`src/rtl/counter_bus_ctrl_pkg.sv`:
```
`default_nettype none
// ============================================================================
// Module  : counter_bus_pkg
// Purpose : Shared definitions for the counter bus controller: command
//           opcode encodings, FSM state enumeration and settle counter width.
// Revision: 1.0 - initial release
// ============================================================================
package counter_bus_pkg;

  // Command opcodes carried on cmd_op_i
  localparam logic [1:0] OP_NOP        = 2'b00;
  localparam logic [1:0] OP_LOAD       = 2'b01;
  localparam logic [1:0] OP_READ       = 2'b10;
  localparam logic [1:0] OP_READ_DELTA = 2'b11;

  // Width of the bus-settle down-counter (SETTLE_CYCLES legal range 1..15)
  localparam int SETTLE_W = 4;

  typedef enum logic [2:0] {
    ST_IDLE   = 3'd0,
    ST_LOAD   = 3'd1,
    ST_DRIVE  = 3'd2,
    ST_SAMPLE = 3'd3,
    ST_RESP   = 3'd4
  } state_e;

endpackage
`default_nettype wire

```
`src/rtl/counter_bus_ctrl.sv`:
```
`default_nettype none
// ============================================================================
// Module  : counter_bus_ctrl
// Purpose : Bus-side initiator for an 8-bit loadable counter. Accepts
//           LOAD / READ / READ_DELTA commands, sequences the counter's
//           load-enable and output-enable pins with a programmable settle
//           delay, samples the returned count and responds with either the
//           raw count or the delta from the previous reference value.
// Ports   : clk, rst            - clock, async active-high reset
//           cmd_valid_i/ready_o - command handshake; cmd_op_i, cmd_data_i
//           load_e_o, load_val_o, out_e_o - counter pin drivers
//           bus_data_i          - counter output bus
//           rsp_valid_o/ready_i - response handshake; rsp_data_o, rsp_wrap_o
// Revision: 1.0 - initial release
// ============================================================================
module counter_bus_ctrl #(
  parameter int DATA_W        = 8,
  parameter int SETTLE_CYCLES = 1
) (
  input  logic              clk,
  input  logic              rst,
  input  logic              cmd_valid_i,
  output logic              cmd_ready_o,
  input  logic [1:0]        cmd_op_i,
  input  logic [DATA_W-1:0] cmd_data_i,
  output logic              load_e_o,
  output logic [DATA_W-1:0] load_val_o,
  output logic              out_e_o,
  input  logic [DATA_W-1:0] bus_data_i,
  output logic              rsp_valid_o,
  input  logic              rsp_ready_i,
  output logic [DATA_W-1:0] rsp_data_o,
  output logic              rsp_wrap_o
);
  import counter_bus_pkg::*;

  // DRIVE lasts SETTLE_CYCLES cycles: counter is preloaded with S-1 and
  // DRIVE exits when it reaches zero.
  localparam logic [SETTLE_W-1:0] C_SETTLE_LOAD = SETTLE_W'(SETTLE_CYCLES - 1);

  state_e              state_q, state_d;
  logic [SETTLE_W-1:0] settle_q, settle_d;
  logic                delta_q, delta_d;
  logic [DATA_W-1:0]   load_val_q, load_val_d;
  logic [DATA_W-1:0]   sample_q, sample_d;
  logic [DATA_W-1:0]   ref_q, ref_d;
  logic [DATA_W-1:0]   rsp_data_q, rsp_data_d;
  logic                rsp_wrap_q, rsp_wrap_d;
  logic                load_e_q, load_e_d;
  logic                out_e_q, out_e_d;
  logic                rsp_valid_q, rsp_valid_d;

  always_ff @(posedge clk or posedge rst) begin
    if (rst) begin
      state_q     <= ST_IDLE;
      settle_q    <= '0;
      delta_q     <= 1'b0;
      load_val_q  <= '0;
      sample_q    <= '0;
      ref_q       <= '0;
      rsp_data_q  <= '0;
      rsp_wrap_q  <= 1'b0;
      load_e_q    <= 1'b0;
      out_e_q     <= 1'b0;
      rsp_valid_q <= 1'b0;
    end else begin
      state_q     <= state_d;
      settle_q    <= settle_d;
      delta_q     <= delta_d;
      load_val_q  <= load_val_d;
      sample_q    <= sample_d;
      ref_q       <= ref_d;
      rsp_data_q  <= rsp_data_d;
      rsp_wrap_q  <= rsp_wrap_d;
      load_e_q    <= load_e_d;
      out_e_q     <= out_e_d;
      rsp_valid_q <= rsp_valid_d;
    end
  end

  always_comb begin
    state_d    = state_q;
    settle_d   = settle_q;
    delta_d    = delta_q;
    load_val_d = load_val_q;
    sample_d   = sample_q;
    ref_d      = ref_q;
    rsp_data_d = rsp_data_q;
    rsp_wrap_d = rsp_wrap_q;

    case (state_q)
      ST_IDLE: begin
        if (cmd_valid_i) begin
          case (cmd_op_i)
            OP_LOAD: begin
              state_d    = ST_LOAD;
              load_val_d = cmd_data_i;
              ref_d      = cmd_data_i;
            end
            OP_READ, OP_READ_DELTA: begin
              state_d  = ST_DRIVE;
              settle_d = C_SETTLE_LOAD;
              delta_d  = (cmd_op_i == OP_READ_DELTA);
            end
            default: ;
          endcase
        end
      end
      ST_LOAD: state_d = ST_IDLE;
      ST_DRIVE: begin
        if (settle_q == '0) state_d = ST_SAMPLE;
        else                settle_d = settle_q - 1'b1;
      end
      ST_SAMPLE: begin
        // Response fields are formed from the bus value at capture time so
        // they are already registered when rsp_valid rises.
        sample_d   = bus_data_i;
        rsp_data_d = delta_q ? (bus_data_i - ref_q) : bus_data_i;
        rsp_wrap_d = (bus_data_i < ref_q);
        state_d    = ST_RESP;
      end
      ST_RESP: begin
        if (rsp_ready_i) begin
          ref_d   = sample_q;
          state_d = ST_IDLE;
        end
      end
      default: state_d = ST_IDLE;
    endcase

    // Pin/handshake outputs are registered images of the next state, so
    // load_e and out_e are mutually exclusive by construction.
    load_e_d    = (state_d == ST_LOAD);
    out_e_d     = (state_d == ST_DRIVE) || (state_d == ST_SAMPLE);
    rsp_valid_d = (state_d == ST_RESP);
  end

  assign cmd_ready_o = (state_q == ST_IDLE);
  assign load_e_o    = load_e_q;
  assign load_val_o  = load_val_q;
  assign out_e_o     = out_e_q;
  assign rsp_valid_o = rsp_valid_q;
  assign rsp_data_o  = rsp_data_q;
  assign rsp_wrap_o  = rsp_wrap_q;

endmodule
`default_nettype wire

```
`config.mk`:
```
export PLATFORM = sky130hd
export DESIGN_NAME = counter_bus_ctrl
export DESIGN_NICKNAME = d
export VERILOG_FILES = /design/src/rtl/counter_bus_ctrl_pkg.sv /design/src/rtl/counter_bus_ctrl.sv
export SDC_FILE = /design/constraint.sdc
export NUM_CORES = 1
export LEC_CHECK = 0
export BUFFER_PORTS_ARGS = -buffer_cell sky130_fd_sc_hd__buf_4
export CAP_MARGIN = 20
export CORE_MARGIN = 2
export CORE_UTILIZATION = 49
export DETAILED_ROUTE_END_ITERATION = 8
export GPL_TIMING_DRIVEN = 0
export PLACE_DENSITY = 0.79
export REMOVE_ABC_BUFFERS = 1
export SYNTH_ARGS = -nofsm -noshare
export SYNTH_HDL_FRONTEND = slang
export SYNTH_SLANG_ARGS = --single-unit
```
`constraint.sdc`:
```
create_clock -name clk -period 1.9 [get_ports clk]
set_clock_uncertainty 0.05 [all_clocks]
set_input_delay 0.095 -clock clk [delete_from_list [all_inputs] [get_ports clk]]
set_output_delay 0.095 -clock clk [all_outputs]
set_load 0.05 [all_outputs]
```
## After elaboration in Yosys (flattened, before gate mapping)

Cells that the tools add are included.

- Flip-flop bits (word level): 44
- Input bits: 22
- Output and inout bits: 21
- Logic and storage cells: 53

- Add/subtract/negate cells: 2
- Magnitude comparators: 1
- Equal/unequal tests: 15
- Mux-type cells: 14
- Reductions and logical operators: 10

Operators with widths:

| operator | number |
|---|---|
| 8-bit two-way mux | 4 |
| 8-bit case mux with 2 select lines | 1 |
| 3-bit by 2-bit equality test with 1-bit output (second input constant) | 4 |
| 4-bit two-way mux | 3 |
| 3-bit case mux with 4 select lines | 1 |
| 3-bit two-way mux | 3 |
| 8-bit < comparator | 1 |
| 4-bit case mux with 2 select lines | 1 |
| 4-bit AND reduction | 2 |
| 8-bit subtractor | 1 |
| 3-bit equality test (second input constant) | 2 |
| 2-bit != test (second input constant) | 3 |
| 3-bit case mux with 2 select lines | 1 |
| 3-bit AND reduction | 2 |
| 2-bit equality test (second input constant) | 2 |
| 4-bit logical NOT | 1 |
| 2-bit by 1-bit != test with 1-bit output (second input constant) | 2 |
| 2-bit nonzero test | 2 |
| 4-bit by 1-bit subtractor with 4-bit output (second input constant) | 1 |
| 3-bit by 1-bit equality test with 1-bit output (second input constant) | 1 |
| 3-bit logical NOT | 1 |
| 2-bit by 1-bit equality test with 1-bit output (second input constant) | 1 |
| 2-bit OR reduction | 1 |
| 1-bit logical OR | 1 |

## Depth between registers and ports, before layout

- Depth after elaboration: 7
- Gate-level depth with buffers: 9

## Least setup slack after synthesis

Ideal clock, no wire load.

- Kind: register to register
- From: register state_q[0]
- To: register load_val_q[0] (netlist: load_val_o[0])
- Library setup time: 0.125 ns
- Data arrival time: 2.447 ns
- Setup slack: -0.722 ns
- Cell stages (with the launch flop): 6
- Buffers on the path: 2
- Clock period less this slack: 2.622 ns
- Cells stage by stage: dfrtp_1 -> buf_6 -> nor3_1 -> nor3b_1 -> buf_2 -> mux2_2

- Word-level cells in the longest chain between the ends: 2

RTL lines:

| item | line | text |
|---|---|---|
| start, declared | counter_bus_ctrl.sv:41 | `state_e state_q, state_d;` |
| start signal, assigned | counter_bus_ctrl.sv:67 | `state_q <= state_d;` |
| 3-bit logical NOT | n/a |  |
| named net cmd_ready_o | counter_bus_ctrl.sv:23 | `output logic cmd_ready_o,` |
| 3-bit AND reduction (no line) | n/a |  |
| end signal, assigned | counter_bus_ctrl.sv:70 | `load_val_q <= load_val_d;` |
| end, declared | counter_bus_ctrl.sv:44 | `logic [DATA_W-1:0] load_val_q, load_val_d;` |

The timed path passes the listed nets, and every way through them passes these cells.
A chain may end at the register's enable or synchronous reset.

## Worst setup path after layout

- From: register ref_q[0]
- To: register rsp_data_q[6] (netlist: rsp_data_o[6])

- Word-level cells in the longest chain between the ends: 2

RTL lines:

| item | line | text |
|---|---|---|
| start, declared | counter_bus_ctrl.sv:46 | `logic [DATA_W-1:0] ref_q, ref_d;` |
| start signal, assigned | counter_bus_ctrl.sv:72 | `ref_q <= ref_d;` |
| 8-bit subtractor | counter_bus_ctrl.sv:118 | `rsp_data_d = delta_q ? (bus_data_i - ref_q) : bus_data_i;` |
| 8-bit two-way mux | counter_bus_ctrl.sv:118 |  |
| end signal, assigned | counter_bus_ctrl.sv:73 | `rsp_data_q <= rsp_data_d;` |
| end, declared | counter_bus_ctrl.sv:47 | `logic [DATA_W-1:0] rsp_data_q, rsp_data_d;` |

Every way passes these cells.

==> results.md <==
- The finished cells cover roughly 3100 sq um.
- The clock-pin transition on the worst setup and hold timing paths is 0.08 ns.
- Setup repair after global routing could not meet its margin everywhere.
- The worst setup path is captured at a flop.
- CTS built an H-tree with a depth of 2.
- The global-route usage over all layers is between 20% and 30%.
- The fraction of final layout cells sized beyond drive strength 1 is 38.99%.
- Summing the areas of all compound-gate instances in the mapped netlist gives 11.10% of the synthesized area.
- At the worst endpoint, the arrival time is approximately 2.1 ns.
- In the routed design, unresolved DRC markers number 0.
- For this run, asynchronously set or reset flops after synthesis account for 100.0%.
- In the final routed layout, each cell accounts on average for 15.37 um.
- The worst-path cell with the longest stage delay is dfrtp_1.
- The die span in x is around 71 um.
- Measured against the total synthesized area, the mux share comes to 14.03%.
- In this run switching power makes up between 40% and 50% of total power.
- The timing-limited maximum frequency is a little over 0.5 GHz.
- The number of fill cells in the layout is 305.
- The actual transition at the worst max-transition pin is 0.5552 ns.
- The routed design could run at a clock period as short as 1.981 ns.
- The signal on the critical path passes through ha_4 -> inv_2 -> fa_2 -> a211oi_2 -> o21bai_1 -> a21oi_2 -> mux2i_1 -> nand2_1.
- The worst hold-check path type is input pin to flop.
- The post-synthesis share of cell area spent on full adders, half adders and majority gates is 6.535%.
- The number of diodes is 0.
- The routed wire length is 5.057 mm.
- The synthesized design contains 0 enable-type register cells.
- The internal power contribution is around 3200 uW.
- Across the VDD grid, the largest voltage drop is between 0.9 and 1 mV.
- The via count of the first global-routing pass came to 1779.
- The post-placement cell area is 2646 sq um.
- The post-synthesis share of cell area spent on and, or, nand and nor gates is between 10% and 20%.
- The congestion estimate from routability-driven global placement came to 0.7922.
- The checks that failed: setup timing.
- The flip-flop and latch count after synthesis is 44.
- The final-layout setup total negative slack is -0.1281 ns.
- In this run, CTS created clock tree buffers numbering 5.
- After floorplanning, the core was divided into 24 placement rows.
- The final hold violation count is 0.
- Sequential cells account for 30.0% of the total power.
- The pin count of the biggest net entering global routing is 34.
- The sequential fraction of the synthesis area is between 40% and 50%.
- The core area is 4354 sq um.
- The XOR/XNOR share of the synthesized area is ~1.6%.
- The multi-input combinational cells in the finished layout cover a total of 1151 sq um.
- Power spread over the standard cell area amounts to 1840 nW/um^2.
- In this run the mean area of a mapped cell was 10.68 sq um.
- For this block, the initial DRC count from the detailed router was 96.
- The global-route wire length before repair is 8.424 mm.
- Synthesis produced a netlist whose cell count is 208.
- The type of element launching the critical path is a flop.
- For this run, the number of Yosys warnings is 0.
- The CTS tree is built.
- The number of maximum-capacitance violations is 0.
- The total iterations of the first detailed-routing run is 4.
- The clock passes through at most 2 buffers.
- The routed layout has 1791 vias.
- The main combinational cell family by area after synthesis is multiplexers.
- Data on the critical path is required at its endpoint by roughly 2 ns.
- In this run the static leakage power is 0.001412 uW.
- The maximum fanout along the worst path is 3.
- In this run the clock root is driven by a clkbuf_8.
- The number of distinct library cells after synthesis is 36.
- The kind of cell adding the most delay to the critical path is adder cells.
- In this run the tightest slew margin relative to its limit is 62.98%.
- The vertical die dimension is 71.33 um.
- The initial antenna violation count came to 0.
- On the worst path, the slowest cell contributes a delay of ~0.4 ns.
- In the routed layout, each cell is associated on average with a via count of 5.444.
- Across all setup checks in the final design, the least slack found is -0.08106 ns.
- The initial standard-cell utilization of the core is 51.01%.
- The post-layout net count is 310.
- Input and output buffers added on the ports amount to 42.
- The latest clock arrival within the worst-skew pair is 0.29 ns.
- For this design the total switching power over the nets is 2513 uW.
- The max-slew violation count is 0.
- The sequential cells in the finished layout cover a total of roughly 1100 sq um.
- The area of the mapped netlist is 2221 sq um.
- The layout overhead on the synthesized area is 38.65%.
- For this run the aggregate overflow at the end of global routing stands at 0.
- Dividing the final minimum period by the clock period gives 104.3%.
- Setup violations remaining at the end of the flow were counted as 2.
- The critical setup path kind is flop to flop.
- The buffer and inverter count on the worst path is 1.
- The clock network power share is between 10% and 20%.
- Detailed placement finished with a half-perimeter wire length of 3.185 mm.
- The die covers 5087 sq um.
- The detail route stage leaves a number of antenna-violating nets equal to 0.
- The number of sinks on the clock net is 44.
- The flow ran to the end, but the final reports show violations.
- The combinational power share is 58.8%.
- Pin placement for this block handled 43 I/O pins.
- The most used flip-flop cell after synthesis is dfrtp_1.
## registers in the layout, summed over array words and instances, names as in the netlist
register	flops
sample_q	8
rsp_wrap_o	1
rsp_valid_o	1
load_e_o	1
out_e_o	1
ref_q	8
settle_q	4
load_val_o	8
state_q	3
rsp_data_o	8
delta_q	1
## worst register-to-register path: cells and delay by family (launching register included)
family | cells | cell delay, ns
AO/OA/AOI/OAI | 3 | 0.54
adder cells (fa/ha/maj) | 2 | 0.54
AND/OR/NAND/NOR | 1 | 0.07
multiplexers | 1 | 0.23
flip-flops | 1 | 0.39
buffers and inverters | 1 | 0.04
## cell usage after synthesis, types with 2 or more instances
| cell type | number | share of area, % |
|---|---|---|
| dfrtp_1 | 44 | 50 |
| a21oi_1 | 17 | 3.8 |
| mux2_2 | 17 | 8.6 |
| inv_1 | 14 | 2.4 |
| nand2_1 | 14 | 2.4 |
| nor2_1 | 13 | 2.2 |
| o21ai_0 | 13 | 2.9 |
| mux2i_1 | 12 | 5.4 |
| ha_1 | 10 | 5.6 |
| nor3_1 | 8 | 1.8 |
| nor3b_1 | 6 | 2.0 |
| clkbuf_1 | 4 | 0.68 |
| nand3_1 | 4 | 0.90 |
| nor2b_1 | 3 | 0.85 |
| a21o_1 | 2 | 0.68 |
| buf_2 | 2 | 0.45 |
| nand3b_1 | 2 | 0.68 |
| o21a_1 | 2 | 0.68 |
| o31a_1 | 2 | 0.79 |
| xnor2_1 | 2 | 0.79 |
| xor2_1 | 2 | 0.79 |
## kinds of logic (layout without fill, tap and decap cells)
family	count (synthesis)	count (layout)
buffers and inverters	22	91
AOI/OAI and AO/OA	42	42
muxes	29	29
xor gates and xnor gates	4	4
DFF	44	44
adders and majority gates	11	11
and+or+nand+nor	56	56
## power groups by stage
stage | logic, uW | registers [uW] | clock network, uW
6_report | 3330 | 1700 | 632
5_1_grt | 3600 | 1760 | 680
4_1_cts | 3100 | 1700 | 639
3_5_place_dp | 2820 | 1740 | 0
3_3_place_gp | 2680 | 1730 | 0
2_1_floorplan | 1350 | 2390 | 0
## worst paths after layout
check | depth (start not counted) | end | slack [ns] | start
worst max-delay path | 8 | rsp_data_o[6] | -0.08 | ref_q[0]
worst min-delay path | 2 | sample_q[4] | 0.01 | bus_data_i[4]
worst max register to register | 8 | rsp_data_o[6] | -0.08 | ref_q[0]
min in group asynchronous | 3 | load_val_o[6] | 0.25 | rst
max in group asynchronous | 4 | state_q[0] | 1.08 | rst
worst min register to register | 2 | rsp_data_o[1] | 0.43 | rsp_data_o[1]
## routing by layer
| metal | up-vias | part of all wire [%] | track usage [%] |
|---|---|---|---|
| met1 | 882 | 44 | 27.62 |
| met4 | 0 | 1.2 | 6.289 |
| met5 | - | 0 | 0 |
| met3 | 8 | 4.3 | 3.657 |
| met2 | 36 | 50 | 36.32 |
| li1 | 865 | - | - |
## area by class of cell
cell class / count / area share [%]
inverter: 14 / 1.707
timing repair buffer: 70 / 19.79
tap: 52 / 2.113
sequential: 44 / 35.88
clock buffer: 7 / 3.129
multi-input combinational: 142 / 37.38
## per-stage QoR
step                      hold slack (ns)  worst slack, ns  utilization [%]  total power, uW  cells
after floorplan                    0.1528           -1.118                -             3744    200
after global placement             0.2616          -0.8546            58.82             4408    294
after detailed placement         0.004272          -0.3317            60.78             4565    298
after CTS                        0.005919        -0.009959            68.42             5432    324
after global routing              0.01495          -0.1897            70.72             6037    329
final                            0.009715         -0.08106            70.72             5667    329
## placed cells by master, fill, tap and decap left out, types with 2 or more instances in the layout
| cell | netlist | layout |
|---|---|---|
| buf_4 | 0 | 53 |
| dfrtp_1 | 44 | 41 |
| mux2_2 | 17 | 17 |
| a21oi_1 | 17 | 16 |
| nand2_1 | 14 | 14 |
| nor2_1 | 13 | 13 |
| o21ai_0 | 13 | 13 |
| mux2i_1 | 12 | 12 |
| inv_1 | 14 | 11 |
| dlygate4sd3_1 | 0 | 11 |
| clkbuf_8 | 0 | 7 |
| nor3_1 | 8 | 6 |
| ha_1 | 10 | 6 |
| nor3b_1 | 6 | 4 |
| ha_4 | 0 | 4 |
| nand3_1 | 4 | 3 |
| inv_2 | 0 | 3 |
| buf_6 | 1 | 3 |
| dfrtp_2 | 0 | 3 |
| nand3b_1 | 2 | 2 |
| nor3_2 | 0 | 2 |
| xor2_1 | 2 | 2 |
| o31a_1 | 2 | 2 |
| nor2b_1 | 3 | 2 |
| o21a_1 | 2 | 2 |
| a21o_1 | 2 | 2 |
| xnor2_1 | 2 | 2 |
| buf_12 | 0 | 2 |
## repair_timing
| item | 4_1_cts | 5_1_grt |
|---|---|---|
| setup endpoints to repair | 16 | 16 |
| endpoints found under the hold margin | 55 | 0 |
| hold buffers | 11 | 0 |
| resized for setup | 15 | 10 |
| pin swaps | 9 | 13 |
| setup buffers | 8 | 5 |
No activity file was read; power rests on OpenSTA's default activity.
